==> src/rtl/hazard_unit.sv <==
// hazard_unit
//   Pipeline control for the 5-stage MIPS datapath. This block issues the stalls
//   and flushes that forwarding cannot resolve. It covers load-use hazards,
//   D-cache waits, I-cache misses, taken redirects resolved in EX, and halt.
//   A registered FSM tracks two things: a wrong-path fetch still in flight
//   after a redirect, and a sticky halt.
//
//   Optional feature: define HAZARD_PERF_EN to build the saturating
//   stall/flush performance counters. Without it, both counter ports read 0.
//
// Ports
//   CLK, nRST                       clock (rising edge); async reset, active low
//   id_rs, id_rt, id_usesRt         source operands of the instruction in ID
//   ex_memRead, ex_dest             load flag and destination of the instruction in EX
//   ex_branchTaken                  EX redirects the PC this cycle
//   mem_dREN, mem_dWEN, dhit        MEM data request and its completion
//   ihit                            I-cache returns a fetch this cycle
//   wb_halt                         halt instruction retiring in WB
//   pc_en, *_en                     PC and pipeline-latch enables
//   ifid_flush, idex_flush          latch clears (a clear wins over an enable)
//   exmem_flush                     reserved, always 0
//   hz_state                        00 RUN, 01 DWAIT, 10 FLUSH_PEND, 11 HALTED
//   stall_cycles, flush_count       performance counters
module hazard_unit #(
    parameter int unsigned REG_W = 5,
    parameter int unsigned CNT_W = 32
) (
    input  logic             CLK,
    input  logic             nRST,
    input  logic [REG_W-1:0] id_rs,
    input  logic [REG_W-1:0] id_rt,
    input  logic             id_usesRt,
    input  logic             ex_memRead,
    input  logic [REG_W-1:0] ex_dest,
    input  logic             ex_branchTaken,
    input  logic             mem_dREN,
    input  logic             mem_dWEN,
    input  logic             dhit,
    input  logic             ihit,
    input  logic             wb_halt,
    output logic             pc_en,
    output logic             ifid_en,
    output logic             idex_en,
    output logic             exmem_en,
    output logic             memwb_en,
    output logic             ifid_flush,
    output logic             idex_flush,
    output logic             exmem_flush,
    output logic [1:0]       hz_state,
    output logic [CNT_W-1:0] stall_cycles,
    output logic [CNT_W-1:0] flush_count
);

    typedef enum logic [1:0] {
        RUN        = 2'b00,
        DWAIT      = 2'b01,
        FLUSH_PEND = 2'b10,
        HALTED     = 2'b11
    } state_e;

    state_e state_q, state_d;
    // Set when a D-cache freeze interrupts FLUSH_PEND. The wrong-path fetch is
    // still owed a discard once the freeze ends.
    logic   pend_q, pend_d;

    logic   dwait;
    logic   load_use;
    logic   fetch_pend;

    assign dwait    = (mem_dREN | mem_dWEN) & ~dhit;
    assign load_use = ex_memRead && (ex_dest != '0) &&
                      ((ex_dest == id_rs) || (id_usesRt && (ex_dest == id_rt)));
    assign fetch_pend = (state_q == FLUSH_PEND) || ((state_q == DWAIT) && pend_q);

    assign exmem_flush = 1'b0;
    assign hz_state    = state_q;

    always_ff @(posedge CLK or negedge nRST) begin
        if (!nRST) begin
            state_q <= RUN;
            pend_q  <= 1'b0;
        end else begin
            state_q <= state_d;
            pend_q  <= pend_d;
        end
    end

    always_comb begin
        pc_en      = 1'b1;
        ifid_en    = 1'b1;
        idex_en    = 1'b1;
        exmem_en   = 1'b1;
        memwb_en   = 1'b1;
        ifid_flush = 1'b0;
        idex_flush = 1'b0;
        state_d    = state_q;
        pend_d     = pend_q;

        if (!nRST || state_q == HALTED || wb_halt || dwait) begin
            pc_en    = 1'b0;
            ifid_en  = 1'b0;
            idex_en  = 1'b0;
            exmem_en = 1'b0;
            memwb_en = 1'b0;
            if (!nRST) begin
                state_d = RUN;
                pend_d  = 1'b0;
            end else if (state_q == HALTED || wb_halt) begin
                state_d = HALTED;
                pend_d  = 1'b0;
            end else begin
                // Everything is frozen, so EX keeps presenting its redirect.
                // The redirect is therefore taken on the dhit cycle.
                state_d = DWAIT;
                pend_d  = fetch_pend;
            end
        end else begin
            state_d = RUN;
            pend_d  = 1'b0;
            if (ex_branchTaken) begin
                pc_en      = 1'b1;
                ifid_flush = 1'b1;
                idex_flush = 1'b1;
                if (!ihit) state_d = FLUSH_PEND;
            end else if (fetch_pend) begin
                // The returning instruction is wrong-path: discard it and hold PC.
                pc_en      = 1'b0;
                ifid_flush = 1'b1;
                if (!ihit) state_d = FLUSH_PEND;
            end else if (load_use) begin
                pc_en      = 1'b0;
                ifid_en    = 1'b0;
                idex_flush = 1'b1;
            end else if (!ihit) begin
                pc_en      = 1'b0;
                ifid_flush = 1'b1;
            end
        end
    end

`ifdef HAZARD_PERF_EN
    localparam logic [CNT_W-1:0] CNT_ONE = 1;

    logic [CNT_W-1:0] stall_q, flush_q;
    logic             redirect_acc;

    assign redirect_acc = nRST && (state_q != HALTED) && !wb_halt && !dwait && ex_branchTaken;

    always_ff @(posedge CLK or negedge nRST) begin
        if (!nRST) begin
            stall_q <= '0;
            flush_q <= '0;
        end else begin
            if ((state_q != HALTED) && !pc_en && (stall_q != '1))
                stall_q <= stall_q + CNT_ONE;
            if (redirect_acc && (flush_q != '1))
                flush_q <= flush_q + CNT_ONE;
        end
    end

    assign stall_cycles = stall_q;
    assign flush_count  = flush_q;
`else
    assign stall_cycles = '0;
    assign flush_count  = '0;
`endif

endmodule
==> config.mk <==
export PLATFORM = sky130hd
export DESIGN_NAME = hazard_unit
export DESIGN_NICKNAME = d
export VERILOG_FILES = /design/src/rtl/hazard_unit.sv
export SDC_FILE = /design/constraint.sdc
export NUM_CORES = 1
export LEC_CHECK = 0
export CAP_MARGIN = 20
export CORE_UTILIZATION = 31
export CTS_BUF_LIST = sky130_fd_sc_hd__clkbuf_2
export DETAILED_ROUTE_END_ITERATION = 10
export PLACE_DENSITY_LB_ADDON = 0.15
export SYNTH_ARGS = -nofsm -noshare
export SYNTH_HDL_FRONTEND = slang
export SYNTH_SLANG_ARGS = --single-unit
==> constraint.sdc <==
create_clock -name CLK -period 4 [get_ports CLK]
set_input_delay 1.2 -clock CLK [delete_from_list [all_inputs] [get_ports CLK]]
set_output_delay 1.2 -clock CLK [all_outputs]
set_load 0.005 [all_outputs]
=== Word-level counts from Yosys, hierarchy flattened ===
Index checks and enable logic that the tools add are counted.

* Bits in registers: 3
* Input bits: 25

* Equality and inequality tests: 5
* Mux-type cells: 28
* Bitwise operators: 3
* Reduce and logical (&&, ||, !) cells: 12

{| class="wikitable"
|+ Operators with widths
! cell !! number
|-
| 1-bit 2-to-1 mux || 22
|-
| 2-bit 2-to-1 mux || 6
|-
| 5-bit == test || 2
|-
| 1-bit logical OR || 6
|-
| 5-bit nonzero test || 1
|-
| 2-bit == test, second input constant || 2
|-
| 1-bit logical AND || 4
|-
| 2-bit by 1-bit == test with 1-bit output, second input constant || 1
|-
| 1-bit AND || 1
|-
| 1-bit zero test || 1
|-
| 1-bit inverter || 1
|-
| 1-bit bitwise OR || 1
|}

=== Depth between registers and ports, before layout ===
* Word-level depth: 8
* Gate-level depth with buffers: 4

=== Least setup slack after synthesis ===
OpenSTA, ideal clock, no wires.

* Kind: input port to output port
* Start point: in ex_dest[1]
* End point: out ifid_flush
* Data arrival time: 2.181 ns
* Data required time: 2.800 ns
* Slack: 0.619 ns
* Stages: 4
* Buffers on the path: 0
* Cells stage by stage: or4_4 o21ai_4 nor4_2 a221oi_2

* Longest elaborated chain between the ends: 8

{| class="wikitable"
|+ RTL lines
! item !! RTL line !! RTL
|-
| from (decl) || 34 || <nowiki>input logic [REG_W-1:0] ex_dest,</nowiki>
|-
| 5-bit == test || 72 || <nowiki>((ex_dest == id_rs) || (id_usesRt && (ex_dest == id_rt)));</nowiki>
|-
| 1-bit logical AND || 72 ||
|-
| 1-bit logical OR || 72 ||
|-
| 1-bit logical AND (*) || 71 || <nowiki>assign load_use = ex_memRead && (ex_dest != '0) &&</nowiki>
|-
| 1-bit 2-to-1 mux (*) || 130 || <nowiki>end else if (load_use) begin</nowiki>
|-
| 1-bit 2-to-1 mux (*) || 125 || <nowiki>end else if (fetch_pend) begin</nowiki>
|-
| 1-bit 2-to-1 mux (*) || 120 || <nowiki>if (ex_branchTaken) begin</nowiki>
|-
| 1-bit 2-to-1 mux (*) || 99 || <nowiki>if (!nRST || state_q == HALTED || wb_halt || dwait) begin</nowiki>
|-
| to (decl) || 46 || <nowiki>output logic ifid_flush,</nowiki>
|}

Mark *: on every way between the ends. The rest lies on a longest branch, timed or not.

=== Worst setup path after layout ===
* Start point: in nRST
* End point: out idex_en

* Longest elaborated chain between the ends: 5

{| class="wikitable"
|+ RTL lines
! item !! RTL line !! RTL
|-
| from (decl) || 29 || <nowiki>input logic nRST,</nowiki>
|-
| 1-bit zero test || - ||
|-
| 1-bit logical OR (3 in series) || 99 ||
|-
| 1-bit 2-to-1 mux || 99 ||
|-
| to (decl) || 43 || <nowiki>output logic idex_en,</nowiki>
|}

No other way between the ends.

==> flow_metrics.env <==
export IMPL_route_met2_wl_um=683
export IMPL_root_buffer="clkbuf_2"
export IMPL_p_per_area_nw_per_um2=148
export IMPL_setup_viol=0
export IMPL_drc_errors=0
export IMPL_synth_top_area_share_pct=56.8
export IMPL_min_path_type="register to register"
export IMPL_overflow=0
export IMPL_period_needed_ns=3.95
export IMPL_dieWidth_um=55.5
export IMPL_syn_inst=112
export IMPL_seqCellArea_um2=75.1
export IMPL_ff2ff_path_depth=4
export IMPL_cts_buffers=3
export IMPL_status="completed"
export IMPL_cts_tree="done"
export IMPL_period_share_pct=98.7
export IMPL_slowest_delay_ns=0.49
export IMPL_antenna_cells=0
export IMPL_max_clock_freq_mhz=253
export IMPL_ir_drop_mv=0.0610
export IMPL_synth_top_family_by_area="buffers and inverters"
export IMPL_yosys_cell_types_count=26
export IMPL_synth_area_leaders="buf_4, xnor2_1, dfrtp_1"
export IMPL_firstDrtPassIters=4
export IMPL_nFillCells=302
export IMPL_stdcell_area_um2=1100
export IMPL_wl_um=1340
export IMPL_yosysTopAreaCell="buf_4"
export IMPL_synth_common_cells="buf_4, xnor2_1, nand2_1, dfrtp_1"
export IMPL_slew_violations=0
export IMPL_die_y_um=55.5
export IMPL_io_pins=99
export IMPL_crit_family="buffers and inverters"
export IMPL_top_layer_used="met4"
export IMPL_stdcell_count=188
export IMPL_rsz0062_at_grt="false"
export IMPL_criticalPathCategory="input port to output port"
export IMPL_reg2reg_from="hz_state[0]$_DFF_PN0_"
export IMPL_hold_viol_final=0
export IMPL_async_flop_share_pct=100
export IMPL_placementRows=19
export IMPL_syn_area_um2=886
export IMPL_multi_input_area_um2=557
export IMPL_synth_most_common_cell="buf_4"
export IMPL_synth_edf_count=0
export IMPL_final_core_util_pct=40.3
export IMPL_drt_antenna_violating_nets=0
export IMPL_synthMuxAreaShare_pct=0
export IMPL_ys_ff_latch=3
export IMPL_grt_pass1_vias=535
export IMPL_hold_end="hz_state[1]$_DFF_PN0_"
export IMPL_ys_seq_area_share_pct=8.47
export IMPL_required_ns=2.80
export IMPL_grt_first_pass_wirelength_um=1990
export IMPL_crit_buf_inv=5
export IMPL_ff2ff_setup_slack_ns=2.58
export IMPL_avgSynthCellArea_um2=7.91
export IMPL_viasPerCell=3.51
export IMPL_hold_buffers=0
export IMPL_die_area_um2=3080
export IMPL_place_area_um2=1070
export IMPL_fin_worst_skew_ns=0.000174
export IMPL_antenna_found_initial=0
export IMPL_path_clk_slew_ns=0.04
export IMPL_p_leak_nw=0.583
export IMPL_cts_max_level=1
export IMPL_start_util_pct=32.4
export IMPL_grt_max_degree=6
export IMPL_dp_cells=183
export IMPL_crit_chain="clkdlybuf4s50_1 -> nor2b_4 -> nand3_2 -> buf_6 -> inv_1 -> buf_4 -> clkdlybuf4s50_1"
export IMPL_start_kind="input port"
export IMPL_wl_met1_um=452
export IMPL_critPathMaxFanout=5
export IMPL_nets=183
export IMPL_synth_simple_area_share_pct=14.1
export IMPL_synth_ff_type="dfrtp_1"
export IMPL_hold_ws_ns=0.706
export IMPL_crit_top_cell="clkdlybuf4s50_1"
export IMPL_dp_hpwl_um=1240
export IMPL_synth_xor_area_share_pct=9.89
export IMPL_synthAdderAreaFrac_pct=0
export IMPL_gp_congestion=0.712
export IMPL_syn_to_final_growth_pct=24.3
export IMPL_worstHoldStart="hz_state[0]$_DFF_PN0_"
export IMPL_wire_per_inst_um=7.12
export IMPL_r2r_end="hz_state[1]$_DFF_PN0_"
export IMPL_num_vias=660
export IMPL_ys_warn_count=0
export IMPL_whs_path_depth=3
export IMPL_port_buffers=33
export IMPL_slowest_stage="clkdlybuf4s50_1"
export IMPL_setup_tns_final_ns=0
export IMPL_synth_compound_area_share_pct=9.46
export IMPL_cts_buffer_depth=2
export IMPL_met3_length_um=181
export IMPL_drtIter0Drc=12
export IMPL_clkLatencyLatePin_ns=0.20
export IMPL_arrival_ns=2.75
export IMPL_grt_usage_pct=8.24
export IMPL_drive_above_1_share_pct=17.8
export IMPL_clock_sinks=3
export IMPL_worst_setup_path_end_kind="output port"
export IMPL_drv_cap=0
export IMPL_core_area_um2=2730
-- placed cells by master, fill, tap and decap left out, types with 3 or more instances in the layout --
| cell | count |
|---|---|
| xnor2_1 | 10 |
| nand2_1 | 4 |
| clkdlybuf4s50_1 | 25 |
| conb_1 | 65 |
| clkbuf_2 | 4 |
| dfrtp_1 | 3 |
| buf_4 | 9 |
| buf_2 | 3 |
| dlygate4sd2_1 | 4 |
-- cell type report --
| class | instances | share of cell area [%] |
|---|---|---|
| multi-input cells | 104 | 50.6 |
| repair buffers | 44 | 36.6 |
| flip-flops and latches | 3 | 6.82 |
| well taps | 31 | 3.52 |
| clock buffers | 4 | 1.82 |
| inverters | 2 | 0.682 |
-- through the flow --
stage	setup WS [ns]	power, W
after floorplan	0.619	0.000119
after global placement	-0.384	0.000120
after detailed placement	-0.403	0.000121
after CTS	0.0107	0.000166
after global routing	0.0000522	0.000177
final	0.0507	0.000163
-- registers in the layout, indices dropped and copies added (netlist names) --
| signal | cells |
|---|---|
| pend_q | 1 |
| hz_state | 2 |
-- report_power, final --
part | switching, W | leakage [nW] | internal (W)
Clock | 0.0000154 | 0.0166 | 0.0000264
Combinational | 0.0000390 | 0.528 | 0.0000481
Sequential | 0.00000177 | 0.0384 | 0.0000321
-- worst max-delay path by stage --
| stage | start | endpoint | slack [ns] | cells past startpoint |
|---|---|---|---|---|
| finish | nRST | idex_en | 0.05 | 7 |
| global route | nRST | idex_en | 0.00005 | 7 |
| CTS | mem_dWEN | idex_en | 0.01 | 7 |
| detailed placement | ex_dest[1] | ifid_flush | -0.40 | 6 |
| global placement | ex_dest[1] | ifid_flush | -0.38 | 6 |
| floorplan | ex_dest[1] | ifid_flush | 0.62 | 4 |
-- worst min-delay path, delay by kind of cell (launching register included) --
| kind | cells | cell delay [ns] |
|---|---|---|
| AOI/OAI and AO/OA | 2 | 0.14 |
| DFF | 1 | 0.39 |
| and+or+nand+nor | 1 | 0.13 |
-- timing repair --
action                     4_1_cts  5_1_grt
pin swaps                        4        4
resized for setup               19        4
hold endpoints to repair         0        0
setup buffers                    1        0
setup endpoints to repair        7        7
gates cloned                     0        0
-- layer usage --
layer	track usage [%]	up-vias
li1	-	320
met2	15.7	67
met5	0	-
met3	0.468	2
met1	7.78	271
met4	7.50	0
-- logic make-up after synthesis --
logic type | Yosys count
XOR/XNOR | 10
AND/OR/NAND/NOR | 20
other | 1
AO/OA/AOI/OAI | 9
buffers and inverters | 69
flip-flops | 3
(Power assumes the default switching activity.)
